File: config.mk
export PLATFORM = sky130hd
export DESIGN_NAME = operand_pair_packer
export DESIGN_NICKNAME = d
export VERILOG_FILES = /design/src/rtl/pair_pkg.sv /design/src/rtl/pair_fifo.sv /design/src/rtl/operand_pair_packer.sv
export SDC_FILE = /design/constraint.sdc
export NUM_CORES = 1
export LEC_CHECK = 0
export ABC_AREA = 1
export CORE_UTILIZATION = 49
export DETAILED_ROUTE_END_ITERATION = 12
export PLACE_DENSITY = 0.7
export SYNTH_ARGS = -nofsm -noshare
export SYNTH_HDL_FRONTEND = slang
export SYNTH_SLANG_ARGS = --single-unit
File: constraint.sdc
create_clock -name clk -period 2 [get_ports clk]
set_clock_uncertainty 0.05 [all_clocks]
set_input_delay 0.5 -clock clk [delete_from_list [all_inputs] [get_ports clk]]
set_output_delay 0.5 -clock clk [all_outputs]
set_load 0.02 [all_outputs]
File: src/rtl/pair_pkg.sv
// Shared types for the operand pair packer: the byte type, the {hi, lo} pair
// stored in the FIFO, and the packer FSM state encoding.
package pair_pkg;

   typedef logic [7:0] byte_t;

   // hi occupies [15:8]; it is the first byte of the pair and drives output a.
   typedef struct packed {
      byte_t hi;
      byte_t lo;
   } pair_t;

   typedef enum logic {
      HI = 1'b0,
      LO = 1'b1
   } pack_state_t;

endpackage

File: src/rtl/pair_fifo.sv
// Small synchronous FIFO of byte pairs. Pointers wrap modulo DEPTH (a power of
// two), and level counts the stored entries from 0 to DEPTH inclusive.
module pair_fifo
   import pair_pkg::*;
#(
   parameter int DEPTH = 4,
   localparam int LVL_W = $clog2(DEPTH) + 1,
   localparam int PTR_W = $clog2(DEPTH)
) (
   input  logic             clk,
   input  logic             rst,
   input  logic             clear,
   input  logic             push,
   input  logic             pop,
   input  pair_t            wdata,
   output pair_t            head,
   output logic [LVL_W-1:0] level,
   output logic             empty,
   output logic             full
);

   pair_t            mem [DEPTH];
   logic [PTR_W-1:0] rd_ptr;
   logic [PTR_W-1:0] wr_ptr;
   logic             do_push;
   logic             do_pop;

   // Pushing into a full FIFO or popping an empty one is a no-op.
   assign empty   = (level == '0);
   assign full    = (level == LVL_W'(DEPTH));
   assign do_push = push & ~full;
   assign do_pop  = pop & ~empty;
   assign head    = mem[rd_ptr];

   always_ff @(posedge clk) begin
      if (rst || clear) begin
         rd_ptr <= '0;
         wr_ptr <= '0;
         level  <= '0;
      end else begin
         if (do_push) wr_ptr <= wr_ptr + 1'b1;
         if (do_pop)  rd_ptr <= rd_ptr + 1'b1;
         case ({do_push, do_pop})
            2'b10:   level <= level + 1'b1;
            2'b01:   level <= level - 1'b1;
            default: level <= level;
         endcase
      end
   end

   // Storage is left unreset; stale entries are never visible because the
   // reader masks the head whenever the FIFO is empty.
   always_ff @(posedge clk) begin
      if (do_push) mem[wr_ptr] <= wdata;
   end

endmodule

File: src/rtl/operand_pair_packer.sv
// Packs a serial byte stream MSB-first into {a, b} pairs and buffers them in a
// pair FIFO, presenting the oldest pair to the downstream stage.
module operand_pair_packer
   import pair_pkg::*;
#(
   parameter int DEPTH = 4,
   localparam int LVL_W = $clog2(DEPTH) + 1
) (
   input  logic             clk,
   input  logic             rst,
   input  logic             clear,
   input  logic             in_valid,
   output logic             in_ready,
   input  logic [7:0]       in_data,
   output logic             out_valid,
   input  logic             out_ready,
   output logic [7:0]       a,
   output logic [7:0]       b,
   output logic [LVL_W-1:0] level
);

   // Handshakes: a transfer happens on a rising edge where valid and ready
   // are both high; valid may stay high while ready is low, and the payload
   // is only meaningful while valid is high.

   pack_state_t state_q;
   pack_state_t state_d;
   byte_t       hold_q;
   byte_t       hold_d;
   logic        accept;
   logic        push;
   logic        pop;
   logic        fifo_empty;
   logic        fifo_full;
   pair_t       push_pair;
   pair_t       head_pair;

   // The LO-state ready uses the registered full flag only; a pop in the
   // same cycle frees the slot for the following cycle, not this one.
   assign in_ready  = (state_q == HI) | ~fifo_full;
   assign accept    = in_valid & in_ready;
   assign push      = accept & (state_q == LO);
   assign out_valid = ~fifo_empty;
   assign pop       = out_valid & out_ready;
   assign push_pair = '{hi: hold_q, lo: in_data};

   always_comb begin
      state_d = state_q;
      hold_d  = hold_q;
      if (accept) begin
         case (state_q)
            HI: begin
               hold_d  = in_data;
               state_d = LO;
            end
            LO:      state_d = HI;
            default: state_d = HI;
         endcase
      end
   end

   always_ff @(posedge clk) begin
      if (rst || clear) begin
         state_q <= HI;
         hold_q  <= 8'h00;
      end else begin
         state_q <= state_d;
         hold_q  <= hold_d;
      end
   end

   pair_fifo #(
      .DEPTH(DEPTH)
   ) u_fifo (
      .clk   (clk),
      .rst   (rst),
      .clear (clear),
      .push  (push),
      .pop   (pop),
      .wdata (push_pair),
      .head  (head_pair),
      .level (level),
      .empty (fifo_empty),
      .full  (fifo_full)
   );

   always_comb begin
      a = 8'h00;
      b = 8'h00;
      if (out_valid) begin
         a = head_pair.hi;
         b = head_pair.lo;
      end
   end

endmodule

==> results of run 1 <==
==> per-layer routing <==
layer,routed length [um],vias up
met4,142,0
met5,0,-
met1,3040,1088
met2,3300,36
met3,189,13
li1,-,1144
==> sequential cells by signal, summed over array words and instances, names as in the netlist, named ones only <==
signal         flops
u_fifo.level       3
u_fifo.mem        64
hold_q             8
state_q            1
u_fifo.rd_ptr      2
u_fifo.wr_ptr      2
==> power by group <==
part	internal (mW)	leakage (nW)	total [mW]	switching, mW
clock	0.453	0.0827	1.05	0.600
sequential	1.85	0.756	1.86	0.0138
combinational	0.0683	0.761	0.159	0.0910
==> Yosys cell counts (all sizes together) <==
cell type and instances:
clkbuf 1, nand3 5, o21ai 43, nor2 92, buf 11, inv 22
nand2 17, a21oi 22, edfxtp 64, fa 1, dfxtp 18, ha 5
==> final timing paths <==
check | start | endpoint | slack, ns | cells after the start
setup / recovery | flop | b[2] | -0.007 | 5
hold / removal | u_fifo.wr_ptr[1]$_SDFFE_PP0P_ | u_fifo.wr_ptr[1]$_SDFFE_PP0P_ | 0.45 | 2
setup reg to reg | u_fifo.level[0]$_SDFFE_PP0P_ | u_fifo.level[2]$_SDFFE_PP0P_ | 0.17 | 13
hold reg to reg | u_fifo.wr_ptr[1]$_SDFFE_PP0P_ | u_fifo.wr_ptr[1]$_SDFFE_PP0P_ | 0.45 | 2
==> worst min-delay path: cells and delay by family, from the launching register on <==
| family | cells | cell delay [ns] |
|---|---|---|
| flops | 1 | 0.34 |
| simple gates | 1 | 0.07 |
| compound gates | 1 | 0.05 |
==> logic make-up after synthesis <==
kind of cell / after synthesis / synth area share (%)
and+or+nand+nor: 114 / 14.0
DFF: 82 / 68.2
AOI/OAI and AO/OA: 65 / 9.72
buffers and inverters: 34 / 5.61
adders and majority gates: 6 / 2.47
==> layout by cell type, fill, tap and decap left out, types with 5 or more instances in the layout <==
cell,Yosys,layout
o21ai_1,30,32
ha_1,5,5
inv_1,18,18
clkbuf_8,0,9
edfxtp_1,64,64
clkdlybuf4s50_1,0,12
nand2_1,13,13
nor2_1,90,88
o21ai_0,13,11
a21oi_1,22,20
buf_6,6,6
buf_4,2,38
dfxtp_1,18,16
nand3_1,5,5
==> layout make-up <==
class,instances,area [um2],share of cell area [%]
repair buffers,62,541,13.3
flip-flops and latches,82,2290,56.1
clock inverters,6,42.5,1.04
well taps,77,96.3,2.36
inverters,22,87.6,2.15
clock buffers,10,128,3.13
multi-input cells,185,892,21.9
==> timing repair <==
| item | in CTS | in global routing |
|---|---|---|
| gates resized for setup | 80 | 22 |
| pin swaps | 2 | 4 |
| endpoints found under the setup margin | 20 | 17 |
==> run_results.csv, run 1 <==
group,metric,value,unit
timing,hold_viol_final,0,
grt,grt_antenna_before_repair,0,
floorplan,io_pins,34,
clock_tree,clk_latency,0.36,ns
detailed_routing,firstDrtPassIters,4,
clock_tree,cts_tree,"done",
critical_path,crit_slowest_cell,"dfxtp_4",
timing,setup_viol,2,
grt,grt_pass1_wl,11000,um
clock_tree,cts_max_level,3,
clock_tree,post_cts_buffers,0,
detailed_routing,wl,6670,um
layout,n_fill_cell,518,
clock_tree,hold_buffers,0,
critical_path,crit_arrival,1.46,ns
placement,dpl.hpwl,4370,um
critical_path,crit_path_max_fanout,7,
critical_path,path_cells,"inv_2 -> buf_4 -> o21ai_1 -> a21oi_1 -> buf_4",
placement,dp_cells,428,
clock_tree,clk_pin_slew_worst_paths,0.08,ns
power,p_leak,1.60,nW
floorplan,die_h,84.6,um
synth,syn_nets,320,
critical_path,cpLargestDelayFamily,"buffers and inverters",
critical_path,cpMostUsedCell,"buf_4",
power,peakVddDrop,0.564,mV
grt,grt_max_degree,17,
floorplan,num_rows,29,
placement,gp_congestion,0.736,
grt,grt.met2_usage,34.1,%
run_status,violations,"negative setup slack",
hold_path,hold_path_class,"reg -> reg",
power,p_total,3.07,mW
synth,synthCells,301,
timing,rsz0062_at_grt,"true",
synth,yosysUniqueCellTypes,20,
layout,antenna_cells,0,
grt,track_usage,20.9,%
job,maxCapViolations,0,
synth,synth_seq_cells,82,
critical_path,required,1.45,ns
clock_tree,cts-buffers-inserted,9,
critical_path,path_buf_inv,3,
timing,max_freq,498,MHz
floorplan,fp.dieArea,7160,um2
detailed_routing,wl_per_cell,15.0,um
timing,tightest_slew,0.360,ns
grt,met1_usage,26.6,%
detailed_routing,ant_nets,0,
clock_tree,max-clock-path-buffers,2,
detailed_routing,drc_errors,0,
synth,avgSynthCellArea,11.1,um2
timing,fin_ws,-0.00668,ns
power,powerDensity,754,nW/um2
timing,finalSetupTns,-0.0121,ns
layout,synthToLayoutAreaGrowth,21.7,%
critical_path,cp-end-kind,"primary output",
timing,slew_headroom,75.9,%
layout,final_nets,381,
synth,synth_top_cell_by_area,"edfxtp_1",
critical_path,crit_path_start_kind,"flop",
synth,syn-cell-area,3350,um2
clock_tree,cts.sinks,82,
clock_tree,root_buffer,"clkbuf_8",
layout,final_cell_area,4070,um2
run_status,status,"finished, violations left",
synth,yosysSeqAreaShare,68.2,%
grt,top_usage_layer,"met2",
floorplan,initial_utilization,51.8,%
layout,layout-drive-gt1-share,21.0,%
timing,min_period,2.01,ns
grt,grt_pass1_vias,2235,
synth,synthTopCellsByArea,"edfxtp_1 (57%), dfxtp_1 (11%), nor2_1 (10%), o21ai_1 (4.5%), a21oi_1 (3.3%)",
detailed_routing,dr.first_iter.drc_count,134,
grt,use_met3,3.93,%
floorplan,die_w,84.6,um
critical_path,path_class,"reg -> out",
critical_path,max_stage_delay,0.39,ns
placement,dpl_cell_area,3900,um2
layout,stdcell_count,444,
detailed_routing,vias,2281,
synth,yosysWarnings,0,
grt,grt_overflow,0,
placement,pre_cts_slack,-0.237,ns
timing,slew_violations,0,
synth,yosysTopAreaCellShare,57.4,%
timing,whs,0.451,ns
floorplan,coreArea,6460,um2
placement,portBuffers,33,
timing,min_period_over_period,100,%
detailed_routing,vias_per_cell,5.14,
layout,final_core_util,63.1,%
(Power assumes the default switching activity.)
==> inputs of run 2 (changes only) <==
- REMOVE_ABC_BUFFERS: unset -> 1
==> run_results.csv, run 2 (same netlist as run 1, synthesis figures left out) <==
group,metric,value,unit
run_status,status,"finished, violations left",
run_status,violations,"negative setup slack",
layout,largest-register,"u_fifo.mem",
grt,grt_pass1_wl,11100,um
clock_tree,max-clock-path-buffers,2,
critical_path,path_class,"reg -> out",
hold_path,hp-start,"u_fifo.rd_ptr[1]$_SDFFE_PP0P_",
timing,fin_ws,-0.0966,ns
detailed_routing,wl,7270,um
layout,antenna_cells,0,
critical_path,cpMostUsedCell,"nor2_1",
grt,track_usage,21.3,%
job,maxCapViolations,0,
critical_path,max_stage_delay,0.38,ns
timing,rsz0062_at_grt,"true",
grt,grt_antenna_before_repair,0,
clock_tree,cts-buffers-inserted,9,
power,p_int,2.75,mW
timing,min_period,2.10,ns
floorplan,num_rows,29,
timing,hold_viol_final,0,
placement,pre_cts_slack,-0.230,ns
grt,grt_overflow,0,
floorplan,initial_utilization,51.8,%
detailed_routing,wl_per_cell,16.1,um
layout,mostFrequentLayoutCells,"nor2_1 (81), edfxtp_1 (64), buf_4 (40), o21ai_1 (29), a21oi_1 (21)",
clock_tree,cts.sinks,82,
timing,slew_violations,0,
clock_tree,cts_tree,"done",
timing,max_freq,477,MHz
floorplan,io_pins,34,
clock_tree,cts_max_level,3,
detailed_routing,drc_errors,0,
hold_path,hold_path_class,"reg -> reg",
placement,dpl.hpwl,4030,um
critical_path,rr_startpoint,"u_fifo.level[0]$_SDFFE_PP0P_",
placement,portBuffers,33,
detailed_routing,vias,2376,
clock_tree,root_buffer,"clkbuf_8",
critical_path,path_buf_inv,3,
timing,tightest_slew,0.365,ns
layout,final_nets,388,
layout,n_fill_cell,461,
power,peakVddDrop,0.497,mV
power,p_comb_share,5.1,%
clock_tree,clk_latency,0.34,ns
critical_path,cp-end-kind,"primary output",
grt,grt_max_degree,17,
power,powerDensity,777,nW/um2
hold_path,whs_path_depth,2,
detailed_routing,ant_nets,0,
timing,finalSetupTns,-0.882,ns
critical_path,crit_arrival,1.55,ns
floorplan,fp.dieArea,7160,um2
floorplan,coreArea,6460,um2
clock_tree,clk_pin_slew_worst_paths,0.08,ns
critical_path,ff2ff_path_depth,13,
power,power_switching,0.657,mW
layout,layout-drive-gt1-share,24.7,%
critical_path,crit_slowest_cell,"dfxtp_4",
layout,largest_reg_flops,64,
critical_path,worstReg2RegEnd,"u_fifo.level[2]$_SDFFE_PP0P_",
critical_path,required,1.45,ns
power,p_sw_share,19.3,%
detailed_routing,vias_per_cell,5.28,
critical_path,cpLargestDelayFamily,"buffers and inverters",
floorplan,die_h,84.6,um
critical_path,path_cells,"buf_12 -> buf_16 -> nor2_1 -> nor2_1 -> o21ai_2 -> a21oi_2 -> buf_4",
layout,top_regs,"u_fifo.mem: 64 flops, hold_q: 8 flops, u_fifo.level: 3 flops",
power,clockPowerShare,40.2,%
timing,slew_headroom,75.6,%
critical_path,rrSetupSlack,0.19,ns
placement,gp_congestion,0.684,
clock_tree,hold_buffers,0,
layout,final_common_cell,"nor2_1",
layout,synthToLayoutAreaGrowth,30.8,%
detailed_routing,dr.first_iter.drc_count,175,
floorplan,die_w,84.6,um
power,p_leak,1.71,nW
power,power.share.sequential,54.6,%
timing,min_period_over_period,105,%
grt,grt_pass1_vias,2220,
detailed_routing,firstDrtPassIters,6,
timing,setup_viol,16,
critical_path,crit_path_start_kind,"flop",
critical_path,crit_path_max_fanout,5,
## run 2: final cells by class
class / count / area, um2 / area share [%]
clock buffer: 10 / 128 / 2.91
tap: 77 / 96.3 / 2.20
sequential: 82 / 2290 / 52.2
multi-input combinational: 185 / 942 / 21.5
inverter: 22 / 92.6 / 2.11
timing repair buffer: 69 / 729 / 16.7
clock inverter: 5 / 104 / 2.37
## run 2: per-stage QoR
stage | cells | util (%) | instance area, um2 | total power [mW] | hold WS, ns
detailed placement | 425 | 60.8 | 3930 | 2.06 | 0.437
global route | 450 | 67.8 | 4380 | 3.52 | 0.484
CTS | 447 | 66.2 | 4280 | 3.41 | 0.454
floorplan | 289 | - | 3240 | 1.96 | 0.405
finish | 450 | 67.8 | 4380 | 3.40 | 0.451
global placement | 425 | 60.8 | 3930 | 2.06 | 0.428
## run 2: worst max path at each step
stage                  start                            to  slack [ns]  cells after the start
global route            flop                          b[4]       -0.19                      7
finish                  flop                          a[0]        -0.1                      7
detailed placement  in_valid  u_fifo.level[2]$_SDFFE_PP0P_       -0.23                     13
floorplan               flop                          a[7]        -0.1                      3
CTS                     flop                          a[0]        -0.1                      6
global placement    in_valid  u_fifo.level[2]$_SDFFE_PP0P_       -0.18                     13
## run 2: worst reg2reg max path: cells and delay by family, from the launching register on
family        cells  cell delay [ns]
fa+ha+maj         2             0.50
buf+inv           3             0.26
flops             1             0.34
simple gates      8             0.55
## run 2: timing repair
action	in CTS	in global routing
setup endpoints to repair	20	17
buffers inserted	3	1
gates cloned	4	2
endpoints found under the hold margin	0	0
pin swaps	9	13
gates resized for setup	101	15
## run 2: metal layers
metal | vias to the layer above | GRT usage (%) | routed length, um | part of all wire, %
met5 | - | 0 | 0 | 0
met4 | 0 | 8.17 | 71 | 0.98
met3 | 7 | 5.01 | 508 | 7.0
met2 | 102 | 36.2 | 3630 | 50
met1 | 1108 | 26.5 | 3060 | 42
li1 | 1159 | - | - | -
## run 2: power by group through the flow
stage | Clock (mW) | Combinational (mW) | Sequential (mW)
6_report | 1.37 | 0.175 | 1.86
5_1_grt | 1.47 | 0.190 | 1.86
4_1_cts | 1.38 | 0.169 | 1.86
2_1_floorplan | 0 | 0.0662 | 1.90
3_5_place_dp | 0 | 0.163 | 1.90
3_3_place_gp | 0 | 0.161 | 1.90
